==> config.mk <==
export PLATFORM = sky130hd
export DESIGN_NAME = laser_tx
export DESIGN_NICKNAME = d
export VERILOG_FILES = /design/src/rtl/laser_pkg.sv /design/src/rtl/laser_tx_bit_timer.sv /design/src/rtl/laser_tx.sv
export SDC_FILE = /design/constraint.sdc
export NUM_CORES = 1
export LEC_CHECK = 0
export CELL_PAD_IN_SITES_DETAIL_PLACEMENT = 0
export CELL_PAD_IN_SITES_GLOBAL_PLACEMENT = 1
export CORE_MARGIN = 1.5
export CORE_UTILIZATION = 43
export CTS_CLUSTER_DIAMETER = 60
export CTS_CLUSTER_SIZE = 30
export DETAILED_ROUTE_END_ITERATION = 10
export GPL_TIMING_DRIVEN = 1
export HOLD_SLACK_MARGIN = 0.05
export PLACE_DENSITY_LB_ADDON = 0.1
export SYNTH_ARGS = -nofsm -noshare
export SYNTH_HDL_FRONTEND = slang
export SYNTH_HIERARCHICAL = 1
export SYNTH_SLANG_ARGS = --single-unit
==> constraint.sdc <==
create_clock -name clock -period 5.8 [get_ports clock]
set_clock_uncertainty 0.2 [all_clocks]
set_input_delay 1.16 -clock clock [delete_from_list [all_inputs] [get_ports clock]]
set_output_delay 1.16 -clock clock [all_outputs]
set_load 0.005 [all_outputs]
==> src/rtl/laser_pkg.sv <==
// Shared types and line-level constants for the laser frame transmitter.
package laser_pkg;

  // Transmitter frame phases.
  typedef enum logic [1:0] {
    IDLE  = 2'd0,
    START = 2'd1,
    DATA  = 2'd2,
    STOP  = 2'd3
  } tx_state_t;

  // Laser drive levels for the idle line, the start bit and the stop bit.
  localparam logic LASER_IDLE  = 1'b0;
  localparam logic LASER_START = 1'b1;
  localparam logic LASER_STOP  = 1'b0;

endpackage : laser_pkg

==> src/rtl/laser_tx_bit_timer.sv <==
// Bit-period timer: counts 0..CLKS_PER_BIT-1 and flags the last cycle of each
// line bit. Held at zero by restart so a new frame always starts on a clean
// bit boundary.
module laser_tx_bit_timer #(
  parameter int CLKS_PER_BIT = 16
) (
  input  logic clock,
  input  logic reset,
  input  logic restart,
  output logic bit_tick
);

  localparam int CW = $clog2(CLKS_PER_BIT);
  localparam logic [CW-1:0] LAST_COUNT = CW'(CLKS_PER_BIT - 1);

  logic [CW-1:0] count_reg;

  // Period counter with explicit wrap so non-power-of-two periods work.
  always_ff @(posedge clock) begin
    if (reset || restart) begin
      count_reg <= '0;
    end else if (count_reg == LAST_COUNT) begin
      count_reg <= '0;
    end else begin
      count_reg <= count_reg + 1'b1;
    end
  end

  assign bit_tick = (count_reg == LAST_COUNT);

endmodule : laser_tx_bit_timer

==> src/rtl/laser_tx.sv <==
// Laser frame transmitter: accepts a word on a valid/ready handshake and
// sends start bit (1), DATA_WIDTH payload bits LSB first, then stop bit (0),
// each held for CLKS_PER_BIT cycles. A word offered during the last stop
// cycle is chained on with no idle gap.
module laser_tx
  import laser_pkg::*;
#(
  parameter int DATA_WIDTH   = 8,
  parameter int CLKS_PER_BIT = 16
) (
  input  logic                  clock,
  input  logic                  reset,
  input  logic [DATA_WIDTH-1:0] data_in,
  input  logic                  data_valid,
  output logic                  data_ready,
  output logic                  laser_out,
  output logic                  busy,
  output logic                  done
);

  localparam int IW = $clog2(DATA_WIDTH + 1);
  localparam logic [IW-1:0] LAST_IDX = IW'(DATA_WIDTH - 1);

  tx_state_t             state_reg;
  tx_state_t             state_next;
  logic [DATA_WIDTH-1:0] shift_reg;
  logic [IW-1:0]         bit_idx_reg;
  logic                  laser_reg;
  logic                  bit_tick;
  logic                  accept;
  logic                  last_payload_bit;

  // The timer idles at zero so the first start-bit cycle begins its count at 0.
  laser_tx_bit_timer #(
    .CLKS_PER_BIT(CLKS_PER_BIT)
  ) u_bit_timer (
    .clock    (clock),
    .reset    (reset),
    .restart  (state_reg == IDLE),
    .bit_tick (bit_tick)
  );

  assign accept           = data_valid && data_ready;
  assign last_payload_bit = (bit_idx_reg == LAST_IDX);

  // State register.
  always_ff @(posedge clock) begin
    if (reset) begin
      state_reg <= IDLE;
    end else begin
      state_reg <= state_next;
    end
  end

  // Next-state logic: every phase except IDLE advances on a bit-period tick.
  always_comb begin
    state_next = state_reg;
    case (state_reg)
      IDLE: begin
        if (accept) state_next = START;
      end
      START: begin
        if (bit_tick) state_next = DATA;
      end
      DATA: begin
        if (bit_tick && last_payload_bit) state_next = STOP;
      end
      STOP: begin
        if (bit_tick) state_next = accept ? START : IDLE;
      end
      default: state_next = IDLE;
    endcase
  end

  // Output decode: ready only when the line is free or about to be free.
  always_comb begin
    busy       = (state_reg != IDLE);
    done       = (state_reg == STOP) && bit_tick;
    data_ready = !reset && ((state_reg == IDLE) || ((state_reg == STOP) && bit_tick));
  end

  // Datapath: word capture, LSB-first shifting, bit index and registered laser drive.
  always_ff @(posedge clock) begin
    if (reset) begin
      shift_reg   <= '0;
      bit_idx_reg <= '0;
      laser_reg   <= LASER_IDLE;
    end else begin
      case (state_reg)
        IDLE: begin
          if (accept) begin
            shift_reg   <= data_in;
            bit_idx_reg <= '0;
            laser_reg   <= LASER_START;
          end
        end
        START: begin
          if (bit_tick) begin
            laser_reg   <= shift_reg[0];
            shift_reg   <= shift_reg >> 1;
            bit_idx_reg <= '0;
          end
        end
        DATA: begin
          if (bit_tick) begin
            if (last_payload_bit) begin
              laser_reg <= LASER_STOP;
            end else begin
              laser_reg   <= shift_reg[0];
              shift_reg   <= shift_reg >> 1;
              bit_idx_reg <= bit_idx_reg + 1'b1;
            end
          end
        end
        STOP: begin
          if (bit_tick) begin
            if (accept) begin
              shift_reg   <= data_in;
              bit_idx_reg <= '0;
              laser_reg   <= LASER_START;
            end else begin
              laser_reg <= LASER_IDLE;
            end
          end
        end
        default: laser_reg <= LASER_IDLE;
      endcase
    end
  end

  assign laser_out = laser_reg;

endmodule : laser_tx

# After elaboration in Yosys (flattened, before gate mapping)
# Index checks and enable logic that the tools add are counted.
# word_totals
reg_bits	19
input_bits	11
output_inout_bits	4
wordCells	56
# classes
add_sub_neg	2
n_eq_ne	11
n_mux	25
reduce_logical	13
# op_table
op	n
8-bit two-way mux	5
8-bit one-hot mux with 4 select lines	1
4-bit two-way mux	5
4-bit one-hot mux with 4 select lines	1
2-bit != test (second input constant)	6
4-bit AND reduction	3
4-bit by 1-bit adder with 4-bit output (second input constant)	2
2-bit two-way mux	4
2-bit one-hot mux with 4 select lines	1
1-bit two-way mux	7
2-bit equality test (second input constant)	2
4-bit by 3-bit equality test with 1-bit output (second input constant)	1
4-bit equality test (second input constant)	1
1-bit logical AND	4
1-bit one-hot mux with 4 select lines	1
2-bit by 1-bit equality test with 1-bit output (second input constant)	1
2-bit zero test	1
1-bit logical OR	2
2-bit nonzero test	1
2-bit OR reduction	1
1-bit zero test	1

# Depth between registers and ports, before layout
# logic_depth
word_depth	8
mapped_depth	8
ltp_nobuf	7

# By module
# Netlist, hierarchy kept.
# modules_own_cells
module	instances	cells_per_inst	area_each_um2	seq_area_each_um2
laser_tx	1	100	875.8	300.3
laser_tx_bit_timer	1	16	157.7	80.1

# Worst setup path before layout
# Ideal clock, no wire load.
# synth_timing
path_kind	input port to output port
from	input port reset
to	output port data_ready
arrival_ps	1462
required_time_ps	4440
setup_slack_ps	2978
path_stages	2
path_buffers	1
path_cell_list	clkbuf_1 > nor2b_1
# synth_between
elab_chain_cells	2
# synth_rtl
element	line	rtl
start, declared	laser_tx.sv:12	input logic reset,
1-bit zero test	laser_tx.sv:79	data_ready = !reset && ((state_reg == IDLE) || ((state_reg == STOP) && bit_tick));
1-bit logical AND	laser_tx.sv:79	
end, declared	laser_tx.sv:15	output logic data_ready,
# No other way between the ends.

# Worst setup path in the final report
# Ends and elaborated chain as after synthesis.

==> summary.txt <==
Synth
  – Synthesized area per cell: ~9 um2
  – Syn Inst Count: 116
  – Netlist area before placement: roughly 1000 um2
  – Synth Net Count: 134
  – Number of warnings reported in the yosys synthesis log: 6
  – Sequential area share after synthesis: 0.368
  – Distinct cell type count after synthesis: 34
  – FF+latch count, synth: 19

Clock tree
  – Number of hold-repair buffers added at the cts stage: 0
  – Clock latency at the later pin of the worst-skew pair: approximately 300 ps
  – Resized cells post-CTS: 0
  – CTS tree: built
  – Clock root buffer: sky130_fd_sc_hd__clkbuf_4
  – Post-CTS setup buffer count: 0
  – Clock-pin slew of the registers on the worst-case setup and hold paths: around 110 ps
  – Worst-case clock buffer depth: 2
  – Inserted Clock Buffers: 3
  – H-tree levels: 1
  – Clk sink count: 19

Setup path
  – Worst reg2reg setup slack: between 3000 and 4000 ps
  – Cell occurring most often along the worst timing path: sky130_fd_sc_hd__clkdlybuf4s50_1
  – Worst-path maximum fanout: 20
  – Required @ worst endpoint: approximately 4400 ps
  – Source of the worst register-to-register timing path: state_reg[0]
  – Worst Path Arrival: 2700 ps
  – Highest-delay cell along the critical path: sky130_fd_sc_hd__clkdlybuf4s50_1
  – Worst setup path category: in -> out
  – Cell Chain, Critical Path: clkdlybuf4s50_1 > nor2b_1 > clkdlybuf4s50_1
  – Reg2reg end: state_reg[1]
  – Endpoint type of the worst setup path: output pin
  – Element type at the critical path start: input port
  – Slowest cell delay on critical path: about 790 ps
  – Worst reg2reg path depth: 6

Die
  – Std-Cell Core Area: ~2200 um2
  – Die X: approximately 52 um
  – Number of placed I/O pins: 15
  – Area of the die: 2710 um2
  – Initial standard-cell utilization of the core: 0.463
  – Height of the chip: ~52 um
  – Count of standard-cell rows: 17

Timing
  – Max frequency: ~250 MHz
  – Share of the cycle needed by the critical path after routing: 0.701
  – RSZ-0062 raised after global routing: false
  – Slew at the pin with the worst max-slew slack: roughly 970 ps
  – Final hold violation count: 0
  – Number of failing setup endpoints in the final timing report: 0
  – Setup_tns: 0 ps
  – Fin crit period: a little over 4000 ps
  – Final Max Tran Viols: 0
  – Worst max-slew margin expressed relative to the limit: 0.354

Layout
  – Flip-flop count of the largest register, all copies and words added: 8
  – Proportion of layout cells with a drive suffix above 1: 0.0547
  – Area Overhead vs Synth: 16.5%
  – Fillcell total: about 220
  – Diode insertion count for antenna repair: 0
  – Final layout net count: 147

Global routing
  – Initial antenna violation count: 0
  – Maximum number of pins on one net before global-route repair: 22
  – Wire length of the first global-routing pass: about 3.3 mm
  – Global-route congestion overflow total: 0
  – Number of global-route vias before repair: 791
  – Global-route usage over all layers: 0.162

Run
  – Number of maximum-capacitance violations: 0

Routing
  – Vias after detailed routing: 866
  – Residual DRC count: 0
  – Number of vias per cell after detailed routing: 5.55
  – Iteration count of the initial detailed-routing pass: 4
  – Avg WL per Cell: 12.1 um
  – Detailed Route Iter0 Violations: 8
  – Final wirelength: 1.89 mm
  – Residual antenna-violating net count after detailed routing: 0

Hold path
  – Number of cells traversed by the worst hold path: 1
  – Worst hold start: u_bit_timer/count_reg[0]
  – Hold Crit Endpoint: u_bit_timer/count_reg[0]
  – Worst hold-check path type: reg -> reg

Power and ir drop
  – Highest ir drop seen on vdd: roughly 280 uV
  – Leakage: approximately 0.43 nW
  – Pwr dens: a little under 400 nW/um2
  – Total Power Consumption: about 0.48 mW

Placement
  – PortBufs: 14
  – HPWL reported at the end of detailed placement: 1.36 mm
  – Routability congestion estimate from global placement: slightly above 0.8

Status
  – Outcome: finished clean
[logic make-up after synthesis]
family / count (synthesis) / synth area share
AO/OA/AOI/OAI: 36 / 0.212
AND/OR/NAND/NOR: 32 / 0.189
flip-flops: 19 / 0.368
buffers and inverters: 12 / 0.0520
multiplexers: 8 / 0.0775
adder cells (fa/ha/maj): 7 / 0.0847
XOR/XNOR: 2 / 0.0170
[per-stage QoR]
step / instance area [um2] / setup slack, ps / util / instances / hold WS (ps)
after floorplan: 1030 / 2980 / - / 116 / 218
after global placement: 1180 / 1730 / 0.527 / 152 / 235
after detailed placement: 1180 / 1700 / 0.527 / 152 / 245
after CTS: 1200 / 1710 / 0.539 / 156 / 261
after global routing: 1200 / 1640 / 0.539 / 156 / 287
final: 1200 / 1740 / 0.539 / 156 / 258
[area by class of cell]
| type | count | area (um2) | share of cell area |
|---|---|---|---|
| Tap cell | 28 | 35.0 | 0.0291 |
| Clock buffer | 4 | 26.3 | 0.0218 |
| Multi-Input combinational cell | 85 | 599 | 0.498 |
| Timing Repair Buffer | 14 | 140 | 0.116 |
| Inverter | 6 | 22.5 | 0.0187 |
| Sequential cell | 19 | 380 | 0.316 |
[worst max-delay path, delay by kind of cell]
family / cells / cell delay (ps)
buf+inv: 2 / 1310
simple gates: 1 / 240
[cells in the mapped netlist]
cell type	number	area (um2)
sky130_fd_sc_hd__dfxtp_1	19	380
sky130_fd_sc_hd__a21oi_1	12	60.1
sky130_fd_sc_hd__o21ai_0	11	55.1
sky130_fd_sc_hd__mux2i_1	8	80.1
sky130_fd_sc_hd__or3_1	8	50.1
sky130_fd_sc_hd__ha_1	7	87.6
sky130_fd_sc_hd__inv_1	6	22.5
sky130_fd_sc_hd__nand3_1	5	25.0
sky130_fd_sc_hd__nor2_1	5	18.8
sky130_fd_sc_hd__clkbuf_1	4	15.0
sky130_fd_sc_hd__a31oi_1	3	18.8
sky130_fd_sc_hd__a21o_1	2	15.0
sky130_fd_sc_hd__a311oi_1	2	17.5
sky130_fd_sc_hd__and2_1	2	12.5
sky130_fd_sc_hd__nand3b_1	2	15.0
sky130_fd_sc_hd__nor2b_1	2	12.5
sky130_fd_sc_hd__a211oi_1	1	7.51
sky130_fd_sc_hd__a222oi_1	1	10.0
sky130_fd_sc_hd__a22oi_1	1	7.51
sky130_fd_sc_hd__and3_1	1	6.26
sky130_fd_sc_hd__buf_2	1	5.00
sky130_fd_sc_hd__buf_6	1	11.3
sky130_fd_sc_hd__nand2_1	1	3.75
sky130_fd_sc_hd__nand2b_1	1	6.26
sky130_fd_sc_hd__nor2_2	1	6.26
sky130_fd_sc_hd__nor3_2	1	10.0
sky130_fd_sc_hd__o211ai_1	1	7.51
sky130_fd_sc_hd__o21ai_1	1	5.00
sky130_fd_sc_hd__o2bb2ai_2	1	15.0
sky130_fd_sc_hd__or3_4	1	11.3
sky130_fd_sc_hd__or4_1	1	7.51
sky130_fd_sc_hd__or4b_1	1	10.0
sky130_fd_sc_hd__xnor2_1	1	8.76
sky130_fd_sc_hd__xor2_1	1	8.76
[worst max-delay path by stage]
stage,from,slack [ps],endpoint
3_3_place_gp,reset,1730,data_ready
6_report,reset,1740,data_ready
3_5_place_dp,reset,1700,data_ready
5_1_grt,reset,1640,data_ready
2_1_floorplan,reset,2980,data_ready
4_1_cts,reset,1710,data_ready
[metal layers]
| layer | routed length [um] | up-vias | GRT usage |
|---|---|---|---|
| met5 | 0 | - | 0 |
| met4 | 29 | 0 | 0.0789 |
| met3 | 46 | 4 | 0.0259 |
| met2 | 841 | 10 | 0.274 |
| li1 | - | 450 | - |
| met1 | 975 | 402 | 0.197 |
[cell usage in the layout (no fill, tap or decap), types with 5 or more instances in the layout]
master	netlist	routed
sky130_fd_sc_hd__dfxtp_1	19	19
sky130_fd_sc_hd__clkdlybuf4s50_1	0	14
sky130_fd_sc_hd__a21oi_1	12	12
sky130_fd_sc_hd__o21ai_0	11	11
sky130_fd_sc_hd__mux2i_1	8	8
sky130_fd_sc_hd__or3_1	8	8
sky130_fd_sc_hd__ha_1	7	7
sky130_fd_sc_hd__inv_1	6	6
sky130_fd_sc_hd__nand3_1	5	5
sky130_fd_sc_hd__nor2_1	5	5
[power breakdown]
group	total, mW	switching, mW	internal [mW]
Combinational	0.230	0.125	0.105
Clock	0.0690	0.0422	0.0268
Sequential	0.179	0.0170	0.162
Total	0.478	0.184	0.294
(Power assumes the default switching activity.)
==> RTL edit 1 (same flow settings) <==
The 4 states of `tx_state_t` get a one-hot encoding in 4 bits.
--- a/src/rtl/laser_pkg.sv
+++ b/src/rtl/laser_pkg.sv
@@ -3,9 +3,9 @@
 
   // Transmitter frame phases.
-  typedef enum logic [1:0] {
-    IDLE  = 2'd0,
-    START = 2'd1,
-    DATA  = 2'd2,
-    STOP  = 2'd3
+  typedef enum logic [3:0] {
+    IDLE  = 4'b0001,
+    START = 4'b0010,
+    DATA  = 4'b0100,
+    STOP  = 4'b1000
   } tx_state_t;
 
Behaviour: same outputs for any inputs over 10 cycles, from zero or initial values and one cycle with reset high; not proved beyond that.
==> RTL edit 1 against the unedited design <==
Sequential cell count is 2 higher. Worst hold slack worse by 1.7 ps. Power is 36% lower. Wire length is 48% higher. Register-to-register slack better by 130 ps. Cell area is 24% higher. Fmax is 0.88% higher. Worst setup slack better by 36 ps. Synthesized area is 28% higher. Largest power group is now registers.
==> RTL edit 1: results (changes against the unedited design) <==
[status]
status=completed  ; unchanged

[yosys]
synth_compound_area_share_pct=20.6  ; was 21.2%
synth_mux_area_share_pct=10.3  ; was 7.75%
synthTopCellsByCount=dfxtp_1 (21), nor2_1 (12), nand3_1 (11), a21oi_1 (10), o21ai_0 (10)  ; was dfxtp_1 (19), a21oi_1 (12), o21ai_0 (11), mux2i_1 (8), or3_1 (8)
synth_fa_ha_area_share_pct=1.89  ; was 8.47%
synth_xor_area_share_pct=3.31  ; was 1.69%
yosysSeqAreaShare_pct=31.8  ; was 36.8%
synthTopCellsByArea=dfxtp_1 (32%), mux2_4 (7.9%), nand3_1 (4.2%)  ; was dfxtp_1 (37%), ha_1 (8.5%), mux2i_1 (7.7%)
yosysUniqueCellTypes=49  ; was 34
netlist.area_leader.share_pct=31.8  ; was 36.8%

[setup_path]
crit_arrival_ps=2670  ; was 2700 ps
worstReg2RegStart=state_reg[1]  ; was state_reg[0]
r2r-end=shift_reg[4]  ; was state_reg[1]
crit_fanout=33  ; was 20

[pwr]
vdd_drop_max_mv=0.0990  ; was 0.280 mV
p_leak_nw=0.566  ; was 0.434 nW
switching_power_mw=0.0908  ; was 0.184 mW

[sta]
slew_headroom_pct=53.3  ; was 35.4%

[final_layout]
drive_above_1_share_pct=15.8  ; was 5.47%
final_nets=172  ; was 147

[placement]
hpwlAfterDp_um=1950  ; was 1360 um
detailedPlace.worstSlack_ps=1750  ; was 1700 ps

[route]
vias=1105  ; was 866
wl_um=2790  ; was 1890 um

[grt]
grt_pass1_wl_um=4840  ; was 3320 um

-- RTL edit 1: cell types whose count changed after synthesis, sizes merged, moves of 3 or more --
cell	change
nand3	+6
or4b	+4
mux2i	-6
nor2b	+5
nand2	+3
nand2b	+4
mux2	+8
or3	-9
nor2	+8
ha	-5
-- RTL edit 1: final cells by class --
class	count	area (um2)	area share [%]
tap	31	38.8	2.60
clock inverter	1	5.00	0.335
timing repair buffer	15	148	9.88
inverter	7	31.3	2.09
multi-input combinational	111	828	55.4
clock buffer	3	22.5	1.51
sequential	21	420	28.1
-- RTL edit 1: cell families (layout without fill, tap and decap cells) --
group                      after synthesis  in the layout
xor gates and xnor gates                 5              5
buffers and inverters                   14             26
AOI/OAI and AO/OA                       36             36
adders and majority gates                2              2
and+or+nand+nor                         58             58
DFF                                     21             21
muxes                                   10             10
-- RTL edit 1: power by group through the flow --
| stage | clock network [mW] | registers, mW | logic, mW |
|---|---|---|---|
| floorplan | 0 | 0.159 | 0.0540 |
| global placement | 0 | 0.161 | 0.0729 |
| detailed placement | 0 | 0.161 | 0.0740 |
| CTS | 0.0776 | 0.158 | 0.0742 |
| global route | 0.0836 | 0.159 | 0.0802 |
| finish | 0.0746 | 0.158 | 0.0737 |
-- RTL edit 1: worst max path at each step --
stage | end | startpoint | slack [ps]
final | data_ready | reset | 1770
after CTS | data_ready | reset | 1750
after detailed placement | data_ready | reset | 1750
after floorplan | data_ready | reset | 2540
after global placement | data_ready | reset | 1800
after global routing | data_ready | reset | 1660
-- RTL edit 1: routing by layer --
layer / share of wire (%) / track usage (%) / up-vias
met5: 0 / 0 / -
met1: 50 / 24.1 / 530
met3: 2.9 / 2.64 / 5
met2: 45 / 29.7 / 16
li1: - / - / 554
met4: 1.4 / 6.98 / 0
-- RTL edit 1: through the flow --
stage / utilization [%] / total power [mW] / hold slack [ps] / std cells / instance area [um2]
5_1_grt: 52.8 / 0.323 / 282 / 189 / 1490
3_3_place_gp: 51.8 / 0.234 / 227 / 185 / 1470
3_5_place_dp: 51.8 / 0.235 / 238 / 185 / 1470
6_report: 52.8 / 0.306 / 257 / 189 / 1490
4_1_cts: 52.8 / 0.310 / 260 / 189 / 1490
2_1_floorplan: - / 0.213 / 218 / 146 / 1320
==> RTL edit 2 (same flow settings) <==
Without the edit above. `CLKS_PER_BIT` is set to 16 in 2 places; all go to 8.
--- a/src/rtl/laser_tx_bit_timer.sv
+++ b/src/rtl/laser_tx_bit_timer.sv
@@ -3,5 +3,5 @@
 // bit boundary.
 module laser_tx_bit_timer #(
-  parameter int CLKS_PER_BIT = 16
+  parameter int CLKS_PER_BIT = 8
 ) (
   input  logic clock,
--- a/src/rtl/laser_tx.sv
+++ b/src/rtl/laser_tx.sv
@@ -7,5 +7,5 @@
 #(
   parameter int DATA_WIDTH   = 8,
-  parameter int CLKS_PER_BIT = 16
+  parameter int CLKS_PER_BIT = 8
 ) (
   input  logic                  clock,
Function: changed (a bounded check fails within 10 cycles, from zero or initial values and one cycle with reset high).
==> RTL edit 2 against the unedited design <==
Synthesized area is 4.7% lower. Synthesized cell count is 6.9% lower. Register-to-register slack hardly changed. Sequential cell count is 1 lower. First-iteration DRC count is 13% higher. Critical path depth stayed put. Critical path type unchanged. Worst setup slack worse by 2.2 ps. Worst hold slack worse by 31 ps. Fmax hardly changed. Wire length is 1.2% higher. Cell area is 3.2% lower. Die area is 4.4% lower. Via count is 4.2% lower. Power is 0.47% higher.
==> RTL edit 2: results (changes against the unedited design) <==
[status]
status=completed  ; unchanged

[yosys]
synthTopCellsByCount=dfxtp_1 (18), a21oi_1 (12), o21ai_0 (11)  ; was dfxtp_1 (19), a21oi_1 (12), o21ai_0 (11), mux2i_1 (8), or3_1 (8)
syn-num-nets=127  ; was 134
async_flop_share_pct=0  ; unchanged
syn-instance-count=108  ; was 116
ys.flop_type=dfxtp_1  ; unchanged
synthTopCellsByArea=dfxtp_1 (37%), ha_1 (10%), mux2i_1 (8.1%)  ; was dfxtp_1 (37%), ha_1 (8.5%), mux2i_1 (7.7%)
synth_warnings=6  ; unchanged
yosysUniqueCellTypes=30  ; was 34
yosysSeqAreaShare_pct=36.6  ; was 36.8%

[grt]
track_usage_pct=17.0  ; was 16.2%
antenna_found_initial=0  ; unchanged
use_met3_pct=3.51  ; was 2.59%
grt_pass1_wl_um=3280  ; was 3320 um
globalRouteMet1Util_pct=18.6  ; was 19.7%
grt_pass1_vias=799  ; was 791
grt_max_degree=22  ; unchanged
grt_util_met2_pct=31.1  ; was 27.4%

[final_layout]
synthToLayoutAreaGrowth_pct=18.3  ; was 16.5%
drive_above_1_share_pct=5.00  ; was 5.47%
final_nets=140  ; was 147
fillers=214  ; was 215
num_antenna_cells=0  ; unchanged
largest_reg_flops=8  ; unchanged

[placement]
dpl-instance-area_um2=1130  ; was 1180 um2
hpwlAfterDp_um=1330  ; was 1360 um
gp_congestion=0.691  ; was 0.830
place_inst=144  ; was 152
detailedPlace.worstSlack_ps=1710  ; was 1700 ps
place.port_buffers=14  ; unchanged

[cts]
cts_buffers=3  ; unchanged
post_cts_buffers=0  ; unchanged
root_buffer=clkbuf_4  ; unchanged
clk_pin_slew_worst_paths_ps=110  ; about the same
postCtsResizedCells=0  ; unchanged
clockBufferDepth=2  ; unchanged
cts_max_level=1  ; unchanged
clk-insertion-delay-late_ps=300  ; about the same

[pwr]
p_leak_nw=0.418  ; was 0.434 nW
vdd_drop_max_mv=0.209  ; was 0.280 mV

[route]
wl_um=1920  ; was 1890 um
post_drt_wl_per_cell_um=12.9  ; was 12.1 um
via_per_inst=5.61  ; was 5.55
drt_pass1_iterations=4  ; unchanged
drtIter0Drc=9  ; was 8

[setup_path]
crit_fanout=21  ; was 20
crit_arrival_ps=2710  ; was 2700 ps

[sta]
worst_pin_slew_ps=896  ; was 968 ps

[min_path]
min_path_type=reg2reg  ; unchanged

-- RTL edit 2: report_power, final --
part | internal, mW | switching, mW
registers | 0.155 | 0.0164
clock network | 0.0383 | 0.0415
logic | 0.106 | 0.123
total | 0.299 | 0.181
-- RTL edit 2: kinds of logic after synthesis --
kind of cell	after synthesis	share of synthesized area, %
AO/OA/AOI/OAI	36	22.2
adder cells (fa/ha/maj)	8	10.2
buffers and inverters	11	5.08
flip-flops	18	36.6
multiplexers	8	8.13
AND/OR/NAND/NOR	27	17.8
-- RTL edit 2: critical path, cell delays in order --
cell	delay [ps]
clkdlybuf4s50_1	790
nor2b_1	240
clkdlybuf4s50_1	520
-- RTL edit 2: layout make-up --
| type | instances | share of cell area [%] |
|---|---|---|
| multi-input cells | 79 | 49.3 |
| clock buffers | 4 | 3.11 |
| well taps | 28 | 3.01 |
| flip-flops and latches | 18 | 30.9 |
| inverters | 5 | 1.61 |
| repair buffers | 14 | 12.0 |
-- RTL edit 2: final timing paths --
path                            startpoint                  endpoint  slack, ps  depth (start not counted)
setup / recovery                     reset                data_ready       1730                          3
hold / removal    u_bit_timer/count_reg[0]  u_bit_timer/count_reg[0]        230                          1
setup reg to reg              state_reg[0]            bit_idx_reg[3]       3360                          6
hold reg to reg   u_bit_timer/count_reg[0]  u_bit_timer/count_reg[0]        230                          1
-- RTL edit 2: layer usage --
layer	part of all wire (%)	vias to the layer above
met3	3.2	5
met4	1.7	0
met5	0	-
li1	-	428
met2	48	14
met1	47	383
